`config.mk`:
```
export PLATFORM = sky130hd
export DESIGN_NAME = nebula_input_req_unit
export DESIGN_NICKNAME = d
export VERILOG_FILES = /design/src/rtl/nebula_pkg.sv /design/src/rtl/nebula_credit_counter.sv /design/src/rtl/nebula_input_req_unit.sv
export SDC_FILE = /design/constraint.sdc
export NUM_CORES = 1
export LEC_CHECK = 0
export ABC_AREA = 1
export CORE_AREA = 2 2 170 172
export DETAILED_ROUTE_END_ITERATION = 8
export DIE_AREA = 0 0 172 174
export DONT_BUFFER_PORTS = 1
export HOLD_SLACK_MARGIN = 0.1
export PLACE_DENSITY = 0.75
export SYNTH_ARGS = -nofsm -noshare
export SYNTH_HDL_FRONTEND = slang
export SYNTH_SLANG_ARGS = --single-unit
```
`constraint.sdc`:
```
create_clock -name clk -period 3.48 [get_ports clk]
set_clock_uncertainty 0.05 [all_clocks]
set_input_delay 0.696 -clock clk [delete_from_list [all_inputs] [get_ports clk]]
set_output_delay 0.696 -clock clk [all_outputs]
set_load 0.005 [all_outputs]
```
`src/rtl/nebula_pkg.sv`:
```
// Shared types and constants for the nebula router input side.
package nebula_pkg;

  // Default router radix and flit geometry.
  localparam int NUM_PORTS     = 5;
  localparam int NEBULA_DATA_W = 64;
  localparam int NEBULA_PORT_W = $clog2(NUM_PORTS);

  // One flit as it travels through an input buffer.
  typedef struct packed {
    logic [NEBULA_DATA_W-1:0] data;
    logic [NEBULA_PORT_W-1:0] dest;
    logic                     head;
    logic                     tail;
  } nebula_flit_t;

  // Requestor state: idle (buffer empty), requesting a new packet, locked mid-packet.
  typedef enum logic [1:0] {
    IDLE = 2'd0,
    REQ  = 2'd1,
    LOCK = 2'd2
  } nebula_req_state_e;

endpackage

```
`src/rtl/nebula_credit_counter.sv`:
```
// Per-output downstream credit counter: starts full, -1 per sent flit,
// +1 per returned credit, saturates at the maximum and flags the excess return.
module nebula_credit_counter
  import nebula_pkg::*;
#(
  parameter int CREDITS = 4,
  parameter int CNT_W   = $clog2(CREDITS + 1)
) (
  input  logic             clk,
  input  logic             rst_n,
  input  logic             inc,
  input  logic             dec,
  output logic [CNT_W-1:0] count,
  output logic             avail,
  output logic             overflow
);

  localparam logic [CNT_W-1:0] MAX_CNT = CNT_W'(CREDITS);

  logic [CNT_W-1:0] count_r;
  logic [CNT_W-1:0] count_nxt_s;
  logic             overflow_s;

  // Next credit value; a simultaneous return and consume cancel out.
  always_comb begin
    count_nxt_s = count_r;
    overflow_s  = 1'b0;
    case ({inc, dec})
      2'b10: begin
        if (count_r == MAX_CNT) begin
          overflow_s  = 1'b1;
          count_nxt_s = count_r;
        end else begin
          count_nxt_s = count_r + {{(CNT_W-1){1'b0}}, 1'b1};
        end
      end
      2'b01: begin
        if (count_r != {CNT_W{1'b0}}) begin
          count_nxt_s = count_r - {{(CNT_W-1){1'b0}}, 1'b1};
        end else begin
          count_nxt_s = count_r;
        end
      end
      default: begin
        count_nxt_s = count_r;
      end
    endcase
  end

  // Credit register, reset to a full allowance.
  always_ff @(posedge clk or negedge rst_n) begin
    if (!rst_n) begin
      count_r <= MAX_CNT;
    end else begin
      count_r <= count_nxt_s;
    end
  end

  assign count    = count_r;
  assign avail    = (count_r != {CNT_W{1'b0}});
  assign overflow = overflow_s;

endmodule

```
`src/rtl/nebula_input_req_unit.sv`:
```
// Router input port requestor: buffers flits, raises a one-hot request toward
// the output arbiters, holds the request for a whole packet (wormhole lock) and
// gates every request on the downstream credits of the targeted output.
module nebula_input_req_unit
  import nebula_pkg::*;
#(
  parameter int NUM_OUTPUTS = NUM_PORTS,
  parameter int DATA_WIDTH  = 64,
  parameter int DEPTH       = 4,
  parameter int CREDITS     = 4,
  parameter int PORT_W      = $clog2(NUM_OUTPUTS)
) (
  input  logic                   clk,
  input  logic                   rst_n,
  input  logic                   in_valid,
  output logic                   in_ready,
  input  logic [DATA_WIDTH-1:0]  in_data,
  input  logic [PORT_W-1:0]      in_dest,
  input  logic                   in_head,
  input  logic                   in_tail,
  output logic [NUM_OUTPUTS-1:0] req,
  input  logic [NUM_OUTPUTS-1:0] grant,
  output logic                   out_valid,
  output logic [DATA_WIDTH-1:0]  out_data,
  output logic [PORT_W-1:0]      out_port,
  output logic                   out_tail,
  input  logic [NUM_OUTPUTS-1:0] credit_return,
  output logic                   err
);

  localparam int AW    = $clog2(DEPTH);
  localparam int PW    = AW + 1;
  localparam int CNT_W = $clog2(CREDITS + 1);
  localparam logic [NUM_OUTPUTS-1:0] ONE_REQ = NUM_OUTPUTS'(1);

  // Buffer entry at the instance's own widths (same layout as nebula_flit_t).
  typedef struct packed {
    logic [DATA_WIDTH-1:0] data;
    logic [PORT_W-1:0]     dest;
    logic                  head;
    logic                  tail;
  } flit_t;

  flit_t             fifo_mem_r [DEPTH];
  logic [PW-1:0]     wr_ptr_r;
  logic [PW-1:0]     rd_ptr_r;
  logic [PW-1:0]     wr_ptr_nxt_s;
  logic [PW-1:0]     rd_ptr_nxt_s;
  logic              empty_s;
  logic              full_s;
  logic              wr_en_s;
  logic              pop_s;
  logic              nonempty_nxt_s;
  flit_t             head_flit_s;

  nebula_req_state_e state_r;
  logic [PORT_W-1:0] lock_port_r;
  logic [PORT_W-1:0] tgt_port_s;

  logic [NUM_OUTPUTS-1:0] req_s;
  logic [NUM_OUTPUTS-1:0] credit_avail_s;
  logic [NUM_OUTPUTS-1:0] credit_ovf_s;
  logic [NUM_OUTPUTS-1:0] credit_dec_s;
  logic [NUM_OUTPUTS-1:0] credit_zero_s;
  logic [CNT_W-1:0]       credit_cnt_s [NUM_OUTPUTS];

  logic dest_ok_s;
  logic discard_s;
  logic lock_head_err_s;
  logic xfer_s;
  logic spurious_s;
  logic multi_grant_s;
  logic underflow_s;
  logic err_set_s;

  logic                  out_valid_r;
  logic [DATA_WIDTH-1:0] out_data_r;
  logic [PORT_W-1:0]     out_port_r;
  logic                  out_tail_r;
  logic                  err_r;

  // Circular buffer status: the extra pointer bit separates full from empty.
  assign empty_s     = (wr_ptr_r == rd_ptr_r);
  assign full_s      = (wr_ptr_r[AW] != rd_ptr_r[AW]) &&
                       (wr_ptr_r[AW-1:0] == rd_ptr_r[AW-1:0]);
  assign head_flit_s = fifo_mem_r[rd_ptr_r[AW-1:0]];
  assign wr_en_s     = in_valid && !full_s;
  assign dest_ok_s   = (int'(head_flit_s.dest) < NUM_OUTPUTS);

  // Request generation: locked packets keep their port, new packets must start with a head flit.
  always_comb begin
    req_s           = {NUM_OUTPUTS{1'b0}};
    tgt_port_s      = head_flit_s.dest;
    discard_s       = 1'b0;
    lock_head_err_s = 1'b0;
    case (state_r)
      LOCK: begin
        tgt_port_s      = lock_port_r;
        lock_head_err_s = !empty_s && head_flit_s.head;
        if (!empty_s && credit_avail_s[lock_port_r]) begin
          req_s = ONE_REQ << lock_port_r;
        end else begin
          req_s = {NUM_OUTPUTS{1'b0}};
        end
      end
      default: begin
        if (empty_s) begin
          req_s = {NUM_OUTPUTS{1'b0}};
        end else if (!head_flit_s.head || !dest_ok_s) begin
          discard_s = 1'b1;
        end else if (credit_avail_s[head_flit_s.dest]) begin
          req_s = ONE_REQ << head_flit_s.dest;
        end else begin
          req_s = {NUM_OUTPUTS{1'b0}};
        end
      end
    endcase
  end

  // Grant decoding: only a grant on the requested bit moves a flit; anything else is an error.
  assign xfer_s        = |(req_s & grant);
  assign spurious_s    = |(grant & ~req_s);
  assign multi_grant_s = ((grant & (grant - ONE_REQ)) != {NUM_OUTPUTS{1'b0}});
  assign credit_dec_s  = req_s & grant;
  assign underflow_s   = |(credit_dec_s & credit_zero_s);
  assign err_set_s     = spurious_s | multi_grant_s | discard_s | lock_head_err_s |
                         (|credit_ovf_s) | underflow_s;

  assign pop_s          = xfer_s || discard_s;
  assign wr_ptr_nxt_s   = wr_en_s ? (wr_ptr_r + {{(PW-1){1'b0}}, 1'b1}) : wr_ptr_r;
  assign rd_ptr_nxt_s   = pop_s   ? (rd_ptr_r + {{(PW-1){1'b0}}, 1'b1}) : rd_ptr_r;
  assign nonempty_nxt_s = (wr_ptr_nxt_s != rd_ptr_nxt_s);

  // One credit counter per output arbiter.
  for (genvar p = 0; p < NUM_OUTPUTS; p++) begin : g_credit
    nebula_credit_counter #(
      .CREDITS (CREDITS)
    ) u_credit (
      .clk      (clk),
      .rst_n    (rst_n),
      .inc      (credit_return[p]),
      .dec      (credit_dec_s[p]),
      .count    (credit_cnt_s[p]),
      .avail    (credit_avail_s[p]),
      .overflow (credit_ovf_s[p])
    );
    assign credit_zero_s[p] = (credit_cnt_s[p] == {CNT_W{1'b0}});
  end

  // Input buffer storage and pointers; reset flushes any partial packet.
  always_ff @(posedge clk or negedge rst_n) begin
    if (!rst_n) begin
      wr_ptr_r <= {PW{1'b0}};
      rd_ptr_r <= {PW{1'b0}};
      for (int i = 0; i < DEPTH; i++) begin
        fifo_mem_r[i] <= {$bits(flit_t){1'b0}};
      end
    end else begin
      wr_ptr_r <= wr_ptr_nxt_s;
      rd_ptr_r <= rd_ptr_nxt_s;
      if (wr_en_s) begin
        fifo_mem_r[wr_ptr_r[AW-1:0]] <= {in_data, in_dest, in_head, in_tail};
      end
    end
  end

  // Requestor FSM: a head-only transfer locks the port until the tail transfers.
  always_ff @(posedge clk or negedge rst_n) begin
    if (!rst_n) begin
      state_r     <= IDLE;
      lock_port_r <= {PORT_W{1'b0}};
    end else begin
      case (state_r)
        LOCK: begin
          if (xfer_s && head_flit_s.tail) begin
            state_r <= nonempty_nxt_s ? REQ : IDLE;
          end else begin
            state_r <= LOCK;
          end
        end
        default: begin
          if (xfer_s && !head_flit_s.tail) begin
            state_r     <= LOCK;
            lock_port_r <= tgt_port_s;
          end else begin
            state_r <= nonempty_nxt_s ? REQ : IDLE;
          end
        end
      endcase
    end
  end

  // Crossbar output register: one-cycle valid pulse per transferred flit.
  always_ff @(posedge clk or negedge rst_n) begin
    if (!rst_n) begin
      out_valid_r <= 1'b0;
      out_data_r  <= {DATA_WIDTH{1'b0}};
      out_port_r  <= {PORT_W{1'b0}};
      out_tail_r  <= 1'b0;
    end else if (xfer_s) begin
      out_valid_r <= 1'b1;
      out_data_r  <= head_flit_s.data;
      out_port_r  <= tgt_port_s;
      out_tail_r  <= head_flit_s.tail;
    end else begin
      out_valid_r <= 1'b0;
    end
  end

  // Sticky error flag, cleared only by reset.
  always_ff @(posedge clk or negedge rst_n) begin
    if (!rst_n) begin
      err_r <= 1'b0;
    end else if (err_set_s) begin
      err_r <= 1'b1;
    end else begin
      err_r <= err_r;
    end
  end

  assign in_ready  = !full_s;
  assign req       = req_s;
  assign out_valid = out_valid_r;
  assign out_data  = out_data_r;
  assign out_port  = out_port_r;
  assign out_tail  = out_tail_r;
  assign err       = err_r;

endmodule

```
# Word-level counts from Yosys, hierarchy flattened
# Cells that the tools add are included.
# word_totals
ff_bits	372
latch_bits	0
mem_bits_rw	0
mem_bits_ro	0
inputBits	82
output_inout_bits	76
memories	0
# classes
add_sub_neg	13
mul	0
n_div	0
magnitude_cmp	6
n_eq_ne	30
n_shift	2
mux	52
n_bitwise	13
n_reduce_logical	40
# ops
op	count
$bwmux W276	1
$mux W69	3
$bmux W69 S2	1
$demux W69 S2	1
$mux W3	13
$pmux W3 S2	5
$mux W5	5
$add A3 B1 Y3 const B	7
$and A5 B5 Y5	4
$reduce_or A5 Y1	4
$mux W1	18
$eq A3 B3 Y1 const B	5
$logic_not A3 Y1	5
$reduce_and A3 Y1	5
$reduce_bool A3 Y1	5
$sub A3 B1 Y3 const B	5
$eq A2 B2 Y1 const B	6
$eq A2 B1 Y1 const B	5
$ne A2 B1 Y1 const B	5
$ne A2 B2 Y1 const B	5
$reduce_bool A2 Y1	5
$shl A1 B3 Y5 const A	2
$lt A3 B4 Y1 const B	2
$logic_and A1 B1 Y1	7
18 further kinds	32

# Depth between registers and ports, before layout
# Gate-level depths: netlist (run 1).
# logic_depth
depth_word	18
depth_mapped	22
ltp_nobuf	21

# Modules after synthesis
# From an unflattened synthesis (run 1), not the netlist that was laid out.
# unflattened
cells_unflattened	2047
area_unflattened_um2	16797.4
# modules_own_cells
mod	n_inst	cells_per_inst	area_per_inst_um2
nebula_input_req_unit	1	1862	15615.0
nebula_credit_counter	5	37	236.5

# Least setup slack after synthesis (run 1)
# OpenSTA, ideal clock, no wires.
# synth_timing
kind	register to register
from	register rd_ptr_r[0]
to	register g_credit[1].u_credit.count_r[2]
setup_time_ns	0.075
arrival_ns	2.477
required_ns	3.355
setup_slack_ns	0.878
stages_incl_launch_ff	18
period_less_slack_ns	2.602
cell_sequence	dfrtp_1 buf_6 inv_4 buf_6 nand2_2 nand3_2 nand2_2 nor2_2 nand3_1 nor2_1 nand3_2 a21boi_1 ha_1 inv_1 fa_1 xor2_1 nor2_1 xor2_1
# synth_between
elab_chain_cells	14
word_cells_on_any_way	27
classes_between	order compare (1); eq/ne (5); shift (1); mux (11); bitwise (2); reduce/logical (7)
# synth_rtl
item	line_no	rtl
start, declared	nebula_input_req_unit.sv:46	logic [PW-1:0] rd_ptr_r;
start signal, assigned	nebula_input_req_unit.sv:154	rd_ptr_r <= {PW{1'b0}};
start signal, assigned	nebula_input_req_unit.sv:160	rd_ptr_r <= rd_ptr_nxt_s;
$not A2 Y3 (implied by the code)	nebula_input_req_unit.sv:86	assign head_flit_s = fifo_mem_r[rd_ptr_r[AW-1:0]];
$bmux W69 S2	nebula_input_req_unit.sv:86	
$mux W69 (implied by the code) (2 in series)	nebula_input_req_unit.sv:86	
$bmux W1 S3 or $lt A3 B3 Y1 (tied branches)	nebula_input_req_unit.sv:111, nebula_input_req_unit.sv:88	
$mux W1 (implied by the code) or $logic_not A1 Y1 (tied branches)	nebula_input_req_unit.sv:111, nebula_input_req_unit.sv:109	
$mux W5 or $logic_or A1 B1 Y1 (tied branches)	nebula_input_req_unit.sv:111, nebula_input_req_unit.sv:109	
$mux W5	nebula_input_req_unit.sv:109	end else if (!head_flit_s.head || !dest_ok_s) begin
$mux W5	nebula_input_req_unit.sv:107	if (empty_s) begin
$mux W5 *	nebula_input_req_unit.sv:96	case (state_r)
$and A5 B5 Y5 *	nebula_input_req_unit.sv:124	assign credit_dec_s = req_s & grant;
$eq A2 B1 Y1 or $eq A2 B2 Y1 (tied branches)	nebula_credit_counter.sv:28	case ({inc, dec})
$ne A2 B1 Y1 (no source line), or another cell as far along	--	
$reduce_and A3 Y1 (no source line)	--	
end signal, assigned	nebula_credit_counter.sv:55	count_r <= count_nxt_s;
end, declared	nebula_credit_counter.sv:20	logic [CNT_W-1:0] count_r;
# Mark *: on every way between the ends. The rest lies on a longest branch, timed or not. The select of a mux whose other input is x is not followed.
# A chain may end at the register's enable or synchronous reset.

# Worst setup path after layout (run 1)
# layout_timing
from	register rd_ptr_r[0]
to	output req[3]
# layout_between
elab_chain_cells	10
word_cells_on_any_way	19
classes_between	order compare (1); eq/ne (1); shift (1); mux (10); bitwise (1); reduce/logical (5)
# layout_rtl
item	line_no	rtl
$not A2 Y3 (implied by the code)	nebula_input_req_unit.sv:86	
$bmux W69 S2	nebula_input_req_unit.sv:86	
$mux W69 (implied by the code) (2 in series)	nebula_input_req_unit.sv:86	
$bmux W1 S3 or $lt A3 B3 Y1 (tied branches)	nebula_input_req_unit.sv:111, nebula_input_req_unit.sv:88	
$mux W1 (implied by the code) or $logic_not A1 Y1 (tied branches)	nebula_input_req_unit.sv:111, nebula_input_req_unit.sv:109	
$mux W5 or $logic_or A1 B1 Y1 (tied branches)	nebula_input_req_unit.sv:111, nebula_input_req_unit.sv:109	
$mux W5	nebula_input_req_unit.sv:109	
$mux W5	nebula_input_req_unit.sv:107	
$mux W5 *	nebula_input_req_unit.sv:96	
end, declared	nebula_input_req_unit.sv:21	output logic [NUM_OUTPUTS-1:0] req,
# Marks and branches as above.

==> impl_metrics.csv, run 1 <==
group,metric,value,unit
clocking,post_cts_resize_count,0,
setup_path,timing.reg2reg.worst_path_depth,15,
routing,vias_per_cell,5.590,
placement,place.port_buffers,0,
placement,numPlacedInstances,2257,
routing,route.vias.total,13013,
clocking,cts_made_buffers,40,
routing,detailedRoute.firstPassIterationCount,5,
synthesis,syn_inst,1963,
clocking,tritoncts,"done",
setup_path,register_to_register_setup_slack,0.42,ns
die,initial_core_util,0.5897,
sta,max_slew.worst_pin.slew,0.6636,ns
sta,setup_repair_after_global_routing_missed_its_margin,"false",
sta,setup_viol_count_final,0,
synthesis,synth-seq-area-share,0.5594,
synthesis,largest_area_contributor_in_the_synthesized_netlist,"dfrtp_1",
sta,maxSlewHeadroom,0.5576,
pwr,p_per_area,770.8,mW/mm^2
global_routing,grt_start_max_net_pins,373,
global_routing,grtUsageTotal,0.2629,
synthesis,yosys-top-cells-area,"dfrtp_1 55%, nand2_1 13%, o21ai_0 12%, nor2_1 3.5%, inv_1 2.8%",
setup_path,worst_r2r_endpoint,"g_credit[1].u_credit.count[2]",
finish,ff_latch_area,0.009320,sq mm
clocking,cts_max_path_buffers,3,
die,dieArea,0.02993,sq mm
global_routing,globalRouteOverflowTotal,0,
routing,post-route-drc-count,0,
global_routing,first_global_vias,12802,
finish,fin_nets,2017,
clocking,clock-sinks,372,
synthesis,synth_seq_cells,372,
placement,place_congestion,0.8802,
synthesis,synth.top_cells.by_count,"564 x nand2_1, 411 x o21ai_0, 367 x dfrtp_1",
routing,dr.first_iter.drc_count,1135,
synthesis,syn-cell-area,0.01665,sq mm
finish,stdcell_count,2328,
run_status,run_status,"complete, but fails checks",
setup_path,worstPathCellList,"buf_4 -> nand2_1 -> nand3_2 -> nand2_2 -> nor2_2 -> nand3_1 -> nor2_1 -> nand3_1 -> nand2_2 -> buf_4",
clocking,source_to_sink_clock_delay_at_the_later_pin_of_the_worst_skew_pair,0.53,ns
die,dieWidth,172,um
setup_path,r2r_start,"rd_ptr_r[0]",
sta,period_share,0.8826,
die,core_area,0.02824,sq mm
clocking,cell_at_the_root_of_the_clock_tree,"clkbuf_16",
clocking,post_cts_clock_slew_at_the_launch_and_capture_registers_of_the_worst_setup_and_hold_paths,0.06,ns
synthesis,count_of_flip_flops_with_a_built_in_enable_after_synthesis,0,
sta,fin_crit,3.072,ns
setup_path,cp.arrival,2.33,ns
sta,number_of_failing_hold_endpoints_at_the_final_stage,370,
hold_path,worst_min_delay_path_class,"primary input to async pin",
setup_path,critical_path.endpoint_type,"output port",
sta,totalNegativeSetupSlack,0,ns
clocking,h-tree-depth,2,
sta,slew_violations,0,
setup_path,worstPathMaxFanout,26,
job,cap_violations,0,
setup_path,crit_slowest_cell,"dfrtp_4",
setup_path,critical_path.startpoint_type,"flip-flop",
setup_path,critPathCapture,"req[3]",
setup_path,critical_path_required,2.73,ns
die,placement_row_count,62,
die,die_h,174,um
sta,fin_hold_ws,-0.1724,ns
synthesis,synth_top_flop_cell,"dfrtp_1",
routing,ant_nets,0,
synthesis,synth_area_per_cell,8.482,sq um
sta,max_clock_freq,0.3256,GHz
routing,finalWirelength,38100,um
run_status,failed_checks,"negative hold slack",
pwr,ir_drop,420.1,uV
setup_path,path_class,"flip-flop to output port",
global_routing,antenna_found_initial,2,
synthesis,ys_warnings,0,
synthesis,synth.net_count,2065,
global_routing,wire_length_of_the_first_global_routing_pass,63960,um
synthesis,cell_with_the_most_instances_after_synthesis,"nand2_1",
finish,final.fill_count,2387,
routing,wire_per_inst,16.37,um
synthesis,synth_cell_types,39,
setup_path,worstSetupStartpoint,"rd_ptr_r[0]",
clocking,cts.repair_timing.setup_buffer_count,0,
setup_path,slowest_delay,0.49,ns
finish,multiInputGateArea,0.006336,sq mm
pwr,total_leakage_power,9.253,nW
finish,drive_above_1_share,0.07827,
placement,dpl.hpwl,23010,um
synthesis,synthDominantCellAreaShare,0.5515,
die,io_pins,158,
finish,area_growth_syn_to_layout,9.520,%
synthesis,async_flop_share,1.000,
[cell families after synthesis]
logic type	count (synthesis)	share of synthesized area
xor+xnor	21	0.01195
simple gates	807	0.1972
fa+ha+maj	20	0.01728
buf+inv	255	0.06184
flops	372	0.5594
compound gates	488	0.1523
[power by group]
part / total, mW / switching (mW) / internal [mW] / leakage (nW)
Combinational: 3.17 / 1.95 / 1.22 / 3.86
Clock: 4.13 / 1.67 / 2.46 / 0.652
Sequential: 6.76 / 0.836 / 5.92 / 4.74
Total: 14.1 / 4.46 / 9.60 / 9.25
[worst max-delay path: cells and delay by family, from the launching register on]
family        cells  cell delay, ns
simple gates      8            0.88
buf+inv           2            0.43
flops             1            0.49
[final cells by class]
class | count | area share
flip-flops and latches | 372 | 0.5111
inverters | 135 | 0.02806
diodes | 2 | 0.0002744
well taps | 384 | 0.02635
clock buffers | 56 | 0.06545
repair buffers | 30 | 0.01578
multi-input cells | 1336 | 0.3474
clock inverters | 13 | 0.005557
[state kept, by name, indices dropped and copies added (netlist names)]
signal and count:
out_valid 1, lock_port_r 3, state_r 2, out_tail 1
rd_ptr_r 3, g_credit.u_credit.count 15, out_port 3, out_data 64
fifo_mem_r 276, err 1, wr_ptr_r 3
[per-stage QoR]
stage                     hold WS (ns)  instance area, sq um  total power, mW  utilization  setup WS, ns
after floorplan                 0.3504                 16650            9.072            -        0.8780
after global placement          0.3666                 16940            9.751       0.5998        0.5765
after detailed placement        0.3690                 16940            9.971       0.5998        0.4678
after CTS                      -0.1783                 18230            14.15       0.6456        0.4192
after global routing           -0.1933                 18230            15.08       0.6457        0.2174
final                          -0.1724                 18240            14.06       0.6458        0.4084
[cells in the final DEF, fill, tap and decap left out, types with 7 or more instances in the layout]
| cell type | n |
|---|---|
| nand3b_1 | 8 |
| nand2_4 | 8 |
| buf_4 | 25 |
| clkbuf_8 | 9 |
| xor2_1 | 17 |
| nor2_1 | 156 |
| ha_1 | 15 |
| dfrtp_1 | 365 |
| clkbuf_16 | 42 |
| nand2_1 | 560 |
| o21ai_0 | 411 |
| inv_1 | 126 |
| o22ai_1 | 64 |
| nand3_1 | 37 |
| inv_2 | 7 |
| clkinv_2 | 11 |
| nand3_2 | 8 |
| nand2_2 | 15 |
[worst min-delay path by stage]
| stage | depth (start not counted) | slack (ns) | endpoint | start |
|---|---|---|---|---|
| 4_1_cts | 0 | -0.18 | g_credit[2].u_credit.count[1] | rst_n |
| 5_1_grt | 0 | -0.19 | g_credit[2].u_credit.count[0] | rst_n |
| 3_3_place_gp | 0 | 0.37 | g_credit[2].u_credit.count[1] | rst_n |
| 6_report | 0 | -0.17 | g_credit[2].u_credit.count[0] | rst_n |
| 2_1_floorplan | 0 | 0.35 | err | rst_n |
| 3_5_place_dp | 0 | 0.37 | g_credit[1].u_credit.count[0] | rst_n |
[metal layers]
layer,GRT usage,share of wire
met1,0.3638,0.44
met4,0.07213,0.023
met5,0,0
met2,0.4265,0.46
met3,0.05191,0.071
No activity file was read; power rests on OpenSTA's default activity.
==> run 2, diff against run 1 <==
--- a/config.mk
+++ b/config.mk
@@ -11,6 +11,7 @@
 export DIE_AREA = 0 0 172 174
 export DONT_BUFFER_PORTS = 1
 export HOLD_SLACK_MARGIN = 0.1
+export MAX_ROUTING_LAYER = met4
 export PLACE_DENSITY = 0.75
 export SYNTH_ARGS = -nofsm -noshare
 export SYNTH_HDL_FRONTEND = slang
==> run 2 against run 1 <==
  * The flow still finishes with violations (negative hold slack)
  * Clock power hardly changed
  * Sequential cell count unchanged
  * Wire length fell by 0.20%
==> impl_metrics.csv, run 2 (synthesis results as in run 1) <==
group,metric,value,unit
die,placement_row_count,62,
placement,place.port_buffers,0,
sta,setup_viol_count_final,0,
hold_path,worst_min_delay_path_class,"primary input to async pin",
sta,period_share,0.8839,
clocking,tritoncts,"done",
sta,setup_repair_after_global_routing_missed_its_margin,"false",
finish,final_design_area_no_fill,0.01824,sq mm
routing,wire_per_inst,16.33,um
sta,max_clock_freq,0.3251,GHz
die,die_h,174,um
pwr,total_power,14.06,mW
routing,ant_nets,0,
pwr,total_leakage_power,9.253,nW
finish,commonest_non_fill_non_tap_cell_in_the_layout,"nand2_1",
setup_path,crit_slowest_cell,"dfrtp_4",
global_routing,globalRouteOverflowTotal,0,
placement,placedInstanceArea,0.01694,sq mm
setup_path,slowest_delay,0.49,ns
sta,totalNegativeSetupSlack,0,ns
routing,detailedRoute.firstPassIterationCount,7,
setup_path,path_class,"flip-flop to output port",
setup_path,path_common_cell,"nand3_1",
global_routing,antenna_found_initial,2,
die,initial_core_util,0.5897,
clocking,cell_at_the_root_of_the_clock_tree,"clkbuf_16",
die,core_area,0.02824,sq mm
finish,area_growth_syn_to_layout,9.520,%
sta,max_slew.worst_pin.slew,1.205,ns
finish,max_flop_register,"fifo_mem_r",
clocking,clock-sinks,372,
setup_path,critical_path.startpoint_type,"flip-flop",
sta,fin_crit,3.076,ns
sta,fin_hold_ws,-0.1726,ns
setup_path,register_to_register_setup_slack,0.42,ns
finish,layout_common_cells,"560 x nand2_1, 411 x o21ai_0, 365 x dfrtp_1, 156 x nor2_1, 126 x inv_1",
global_routing,grtUsageTotal,0.2711,
run_status,failed_checks,"negative hold slack",
clocking,cts.repair_timing.setup_buffer_count,0,
sta,slew_violations,0,
setup_path,worstPathMaxFanout,26,
sta,number_of_failing_hold_endpoints_at_the_final_stage,182,
setup_path,critical_path_required,2.73,ns
clocking,cts_max_path_buffers,3,
setup_path,cp.arrival,2.33,ns
die,dieWidth,172,um
finish,drive_above_1_share,0.07827,
sta,maxSlewHeadroom,0.1969,
routing,finalWirelength,38030,um
global_routing,wire_length_of_the_first_global_routing_pass,64000,um
placement,dpl.hpwl,23010,um
die,io_pins,158,
setup_path,worstPathCellList,"buf_4 -> nand2_1 -> nand3_1 -> nand2_2 -> nor2_2 -> nand3_1 -> nor2_1 -> nand3_1 -> nand2_2 -> buf_4",
placement,place_congestion,0.8948,
clocking,cts_made_buffers,40,
finish,largest_register_ff_count,276,
die,dieArea,0.02993,sq mm
setup_path,critical_path.endpoint_type,"output port",
clocking,h-tree-depth,2,
run_status,run_status,"complete, but fails checks",
pwr,p_per_area,771.0,mW/mm^2
routing,post-route-drc-count,0,
clocking,post_cts_resize_count,0,
routing,route.vias.total,13043,
clocking,source_to_sink_clock_delay_at_the_later_pin_of_the_worst_skew_pair,0.53,ns
pwr,ir_drop,420.8,uV
global_routing,first_global_vias,12785,
global_routing,grt_start_max_net_pins,373,
clocking,post_cts_clock_slew_at_the_launch_and_capture_registers_of_the_worst_setup_and_hold_paths,0.06,ns
routing,vias_per_cell,5.603,
job,cap_violations,0,
finish,fin_nets,2017,
routing,dr.first_iter.drc_count,1214,
run 2: cell counts in the layout (fill, tap and decap cells not counted):
No cell type changed its count.
run 2: worst max-delay path: cells and delay by family, from the launching register on:
family | cells | cell delay, ns
buffers and inverters | 2 | 0.42
DFF | 1 | 0.49
and+or+nand+nor | 8 | 0.90
run 2: report_power, final:
group          internal [mW]  total (mW)  switching [mW]  leakage [nW]
Clock                   2.46        4.13            1.67         0.652
Sequential              5.92        6.76           0.834          4.74
Combinational           1.22        3.17            1.95          3.86
Total                   9.60        14.1            4.46          9.25
run 2: cell type report:
| cell class | count | area, sq um |
|---|---|---|
| fill | 2387 | 10000 |
| timing repair buffer | 30 | 287.8 |
| antenna | 2 | 5.005 |
| sequential | 372 | 9320 |
| multi-input combinational | 1336 | 6336 |
| inverter | 135 | 511.7 |
| clock buffer | 56 | 1194 |
| tap | 384 | 480.5 |
| clock inverter | 13 | 101.3 |
run 2: per-layer routing:
metal  vias up  GRT usage  wire [um]
li1       6237          -          -
met1      6324     0.3663      16740
met2       413     0.4265      17920
met3        69    0.04918       2469
met4         0    0.07213        899
met5         -          -          0
run 2: per-stage QoR:
| step | std cells | worst slack, ns | hold slack (ns) | util |
|---|---|---|---|---|
| 6_report | 2328 | 0.4039 | -0.1726 | 0.6458 |
| 5_1_grt | 2328 | 0.2153 | -0.1933 | 0.6458 |
| 3_5_place_dp | 2257 | 0.4678 | 0.3690 | 0.5998 |
| 2_1_floorplan | 1963 | 0.8780 | 0.3504 | - |
| 4_1_cts | 2326 | 0.4192 | -0.1783 | 0.6456 |
| 3_3_place_gp | 2257 | 0.5765 | 0.3666 | 0.5998 |
run 2: final timing paths:
check / to / start / cells after the start
hold / removal: g_credit[2].u_credit.count[0] / rst_n / 0
max in group asynchronous: fifo_mem_r[34] / rst_n / 0
setup / recovery: req[3] / rd_ptr_r[0] / 10
setup reg to reg: g_credit[1].u_credit.count[2] / rd_ptr_r[0] / 15
hold reg to reg: fifo_mem_r[106] / fifo_mem_r[106] / 2
min in group clk: out_port[2] / grant[4] / 2
==> run 3, diff against run 2 <==
--- a/config.mk
+++ b/config.mk
@@ -13,6 +13,7 @@
 export HOLD_SLACK_MARGIN = 0.1
 export MAX_ROUTING_LAYER = met4
 export PLACE_DENSITY = 0.75
+export RECOVER_POWER = 100
 export SYNTH_ARGS = -nofsm -noshare
 export SYNTH_HDL_FRONTEND = slang
 export SYNTH_SLANG_ARGS = --single-unit
==> run 3 against run 2 <==
  * Worst hold slack improved by 0.00071 ns
  * Sequential cell count unchanged
  * The run still ends with negative hold slack left
  * Largest cell class unchanged
  * Combinational power decreased by 2%
  * Sequential power about the same
==> impl_metrics.csv, run 3 (synthesis results as in run 1) <==
group,metric,value,unit
clocking,cts_max_path_buffers,3,
sta,slew_violations,0,
setup_path,register_to_register_setup_slack,0.34,ns
global_routing,grtUsageTotal,0.2711,
routing,ant_nets,0,
finish,largest_register_ff_count,276,
pwr,total_leakage_power,9.166,nW
pwr,p_comb_frac,0.222,
pwr,ir_drop,421.0,uV
global_routing,antenna_found_initial,2,
die,initial_core_util,0.5897,
pwr,intPower,9.564,mW
pwr,switching_portion_of_total_power,0.3169,
setup_path,worstSetupStartpoint,"rd_ptr_r[0]",
setup_path,worstPathMaxFanout,26,
die,core_area,0.02824,sq mm
sta,setup_repair_after_global_routing_missed_its_margin,"false",
sta,period_share,0.9011,
setup_path,cp.arrival,3.53,ns
setup_path,worstPathCellList,"buf_4 -> nand2_1 -> nand3_1 -> nand2_2 -> nor2_2 -> nand3_1 -> nor2_1 -> nand3_2 -> a21boi_0 -> ha_1 -> inv_1 -> fa_1 -> xor2_1 -> nor2_1 -> xor2_1",
sta,totalNegativeSetupSlack,0,ns
routing,finalWirelength,38070,um
clocking,clock-sinks,372,
sta,fin_crit,3.136,ns
setup_path,path_class,"flip-flop to flip-flop",
clocking,cts_made_buffers,40,
setup_path,critical_path.endpoint_type,"flip-flop",
die,io_pins,158,
global_routing,first_global_vias,12785,
setup_path,timing.reg2reg.worst_path_depth,15,
setup_path,worst_r2r_endpoint,"g_credit[1].u_credit.count[2]",
hold_path,worst_min_delay_path_class,"primary input to async pin",
routing,detailedRoute.firstPassIterationCount,5,
routing,post-route-drc-count,0,
die,die_h,174,um
finish,fin_nets,2017,
clocking,post_cts_resize_count,0,
global_routing,globalRouteOverflowTotal,0,
die,dieArea,0.02993,sq mm
pwr,clock_network_fraction_of_design_power,0.295,
setup_path,r2r_start,"rd_ptr_r[0]",
finish,max_flop_register,"fifo_mem_r",
setup_path,critPathTopFamily,"simple AND/OR/NAND/NOR gates",
sta,max_slew.worst_pin.slew,1.330,ns
die,dieWidth,172,um
finish,layout_utilization,0.6410,
sta,setup_viol_count_final,0,
setup_path,slowest_delay,0.48,ns
clocking,h-tree-depth,2,
sta,maxSlewHeadroom,0.1114,
sta,max_clock_freq,0.3189,GHz
setup_path,critical_path.startpoint_type,"flip-flop",
run_status,run_status,"complete, but fails checks",
clocking,tritoncts,"done",
setup_path,crit_slowest_cell,"dfrtp_4",
finish,layout_common_cells,"569 x nand2_1, 413 x o21ai_0, 365 x dfrtp_1, 157 x nor2_1, 128 x inv_1",
clocking,post_cts_clock_slew_at_the_launch_and_capture_registers_of_the_worst_setup_and_hold_paths,0.06,ns
placement,place_congestion,0.8948,
run_status,failed_checks,"negative hold slack",
routing,route.vias.total,12994,
finish,final.fill_count,2411,
clocking,source_to_sink_clock_delay_at_the_later_pin_of_the_worst_skew_pair,0.53,ns
sta,number_of_failing_hold_endpoints_at_the_final_stage,194,
global_routing,wire_length_of_the_first_global_routing_pass,64000,um
routing,dr.first_iter.drc_count,1120,
finish,commonest_non_fill_non_tap_cell_in_the_layout,"nand2_1",
pwr,p_switching,4.436,mW
global_routing,grt_start_max_net_pins,373,
die,placement_row_count,62,
clocking,cell_at_the_root_of_the_clock_tree,"clkbuf_16",
pwr,p_per_area,773.5,mW/mm^2
placement,dpl.hpwl,23010,um
setup_path,crit_buf_inv,2,
setup_path,critical_path_required,3.87,ns
clocking,cts.repair_timing.setup_buffer_count,0,
job,cap_violations,0,
routing,wire_per_inst,16.35,um
finish,drive_above_1_share,0.06694,
finish,area_growth_syn_to_layout,8.702,%
routing,vias_per_cell,5.582,
sta,fin_hold_ws,-0.1719,ns
placement,place.port_buffers,0,
pwr,power.sequential.fraction,0.483,
pwr,total_power,14.00,mW
## run 3: through the flow
step | hold slack, ns | area (sq um) | cells | worst slack, ns
5_1_grt | -0.1933 | 18100 | 2328 | 0.1236
4_1_cts | -0.1783 | 18230 | 2326 | 0.4192
6_report | -0.1719 | 18100 | 2328 | 0.3442
2_1_floorplan | 0.3504 | 16650 | 1963 | 0.8780
3_5_place_dp | 0.3690 | 16940 | 2257 | 0.4678
3_3_place_gp | 0.3666 | 16940 | 2257 | 0.5765
## run 3: metal layers
metal | GRT usage | wire length (um)
met2 | 0.4265 | 17950
met5 | - | 0
met1 | 0.3663 | 16830
met4 | 0.07213 | 887
met3 | 0.04918 | 2407
## run 3: how the worst max path moves through the flow
stage | to | cells after the start
2_1_floorplan | g_credit[1].u_credit.count[2] | 17
3_3_place_gp | g_credit[1].u_credit.count[2] | 15
3_5_place_dp | g_credit[1].u_credit.count[2] | 15
4_1_cts | req[1] | 10
5_1_grt | out_data[48] | 17
6_report | g_credit[1].u_credit.count[2] | 15
## run 3: final cells by class
cell class	count	area, sq um	area share
clock buffers	56	1194	0.06595
diodes	2	5.005	0.0002765
inverters	135	511.7	0.02827
multi-input cells	1336	6266	0.3462
well taps	384	480.5	0.02654
flip-flops and latches	372	9320	0.5149
repair buffers	30	221.5	0.01224
clock inverters	13	101.3	0.005599
## run 3: power groups by stage
stage | logic, mW | clock network (mW) | registers, mW
6_report | 3.11 | 4.13 | 6.76
5_1_grt | 3.70 | 4.39 | 6.94
4_1_cts | 3.19 | 4.22 | 6.75
3_5_place_dp | 3.17 | 0 | 6.80
3_3_place_gp | 3.01 | 0 | 6.74
2_1_floorplan | 2.49 | 0 | 6.58
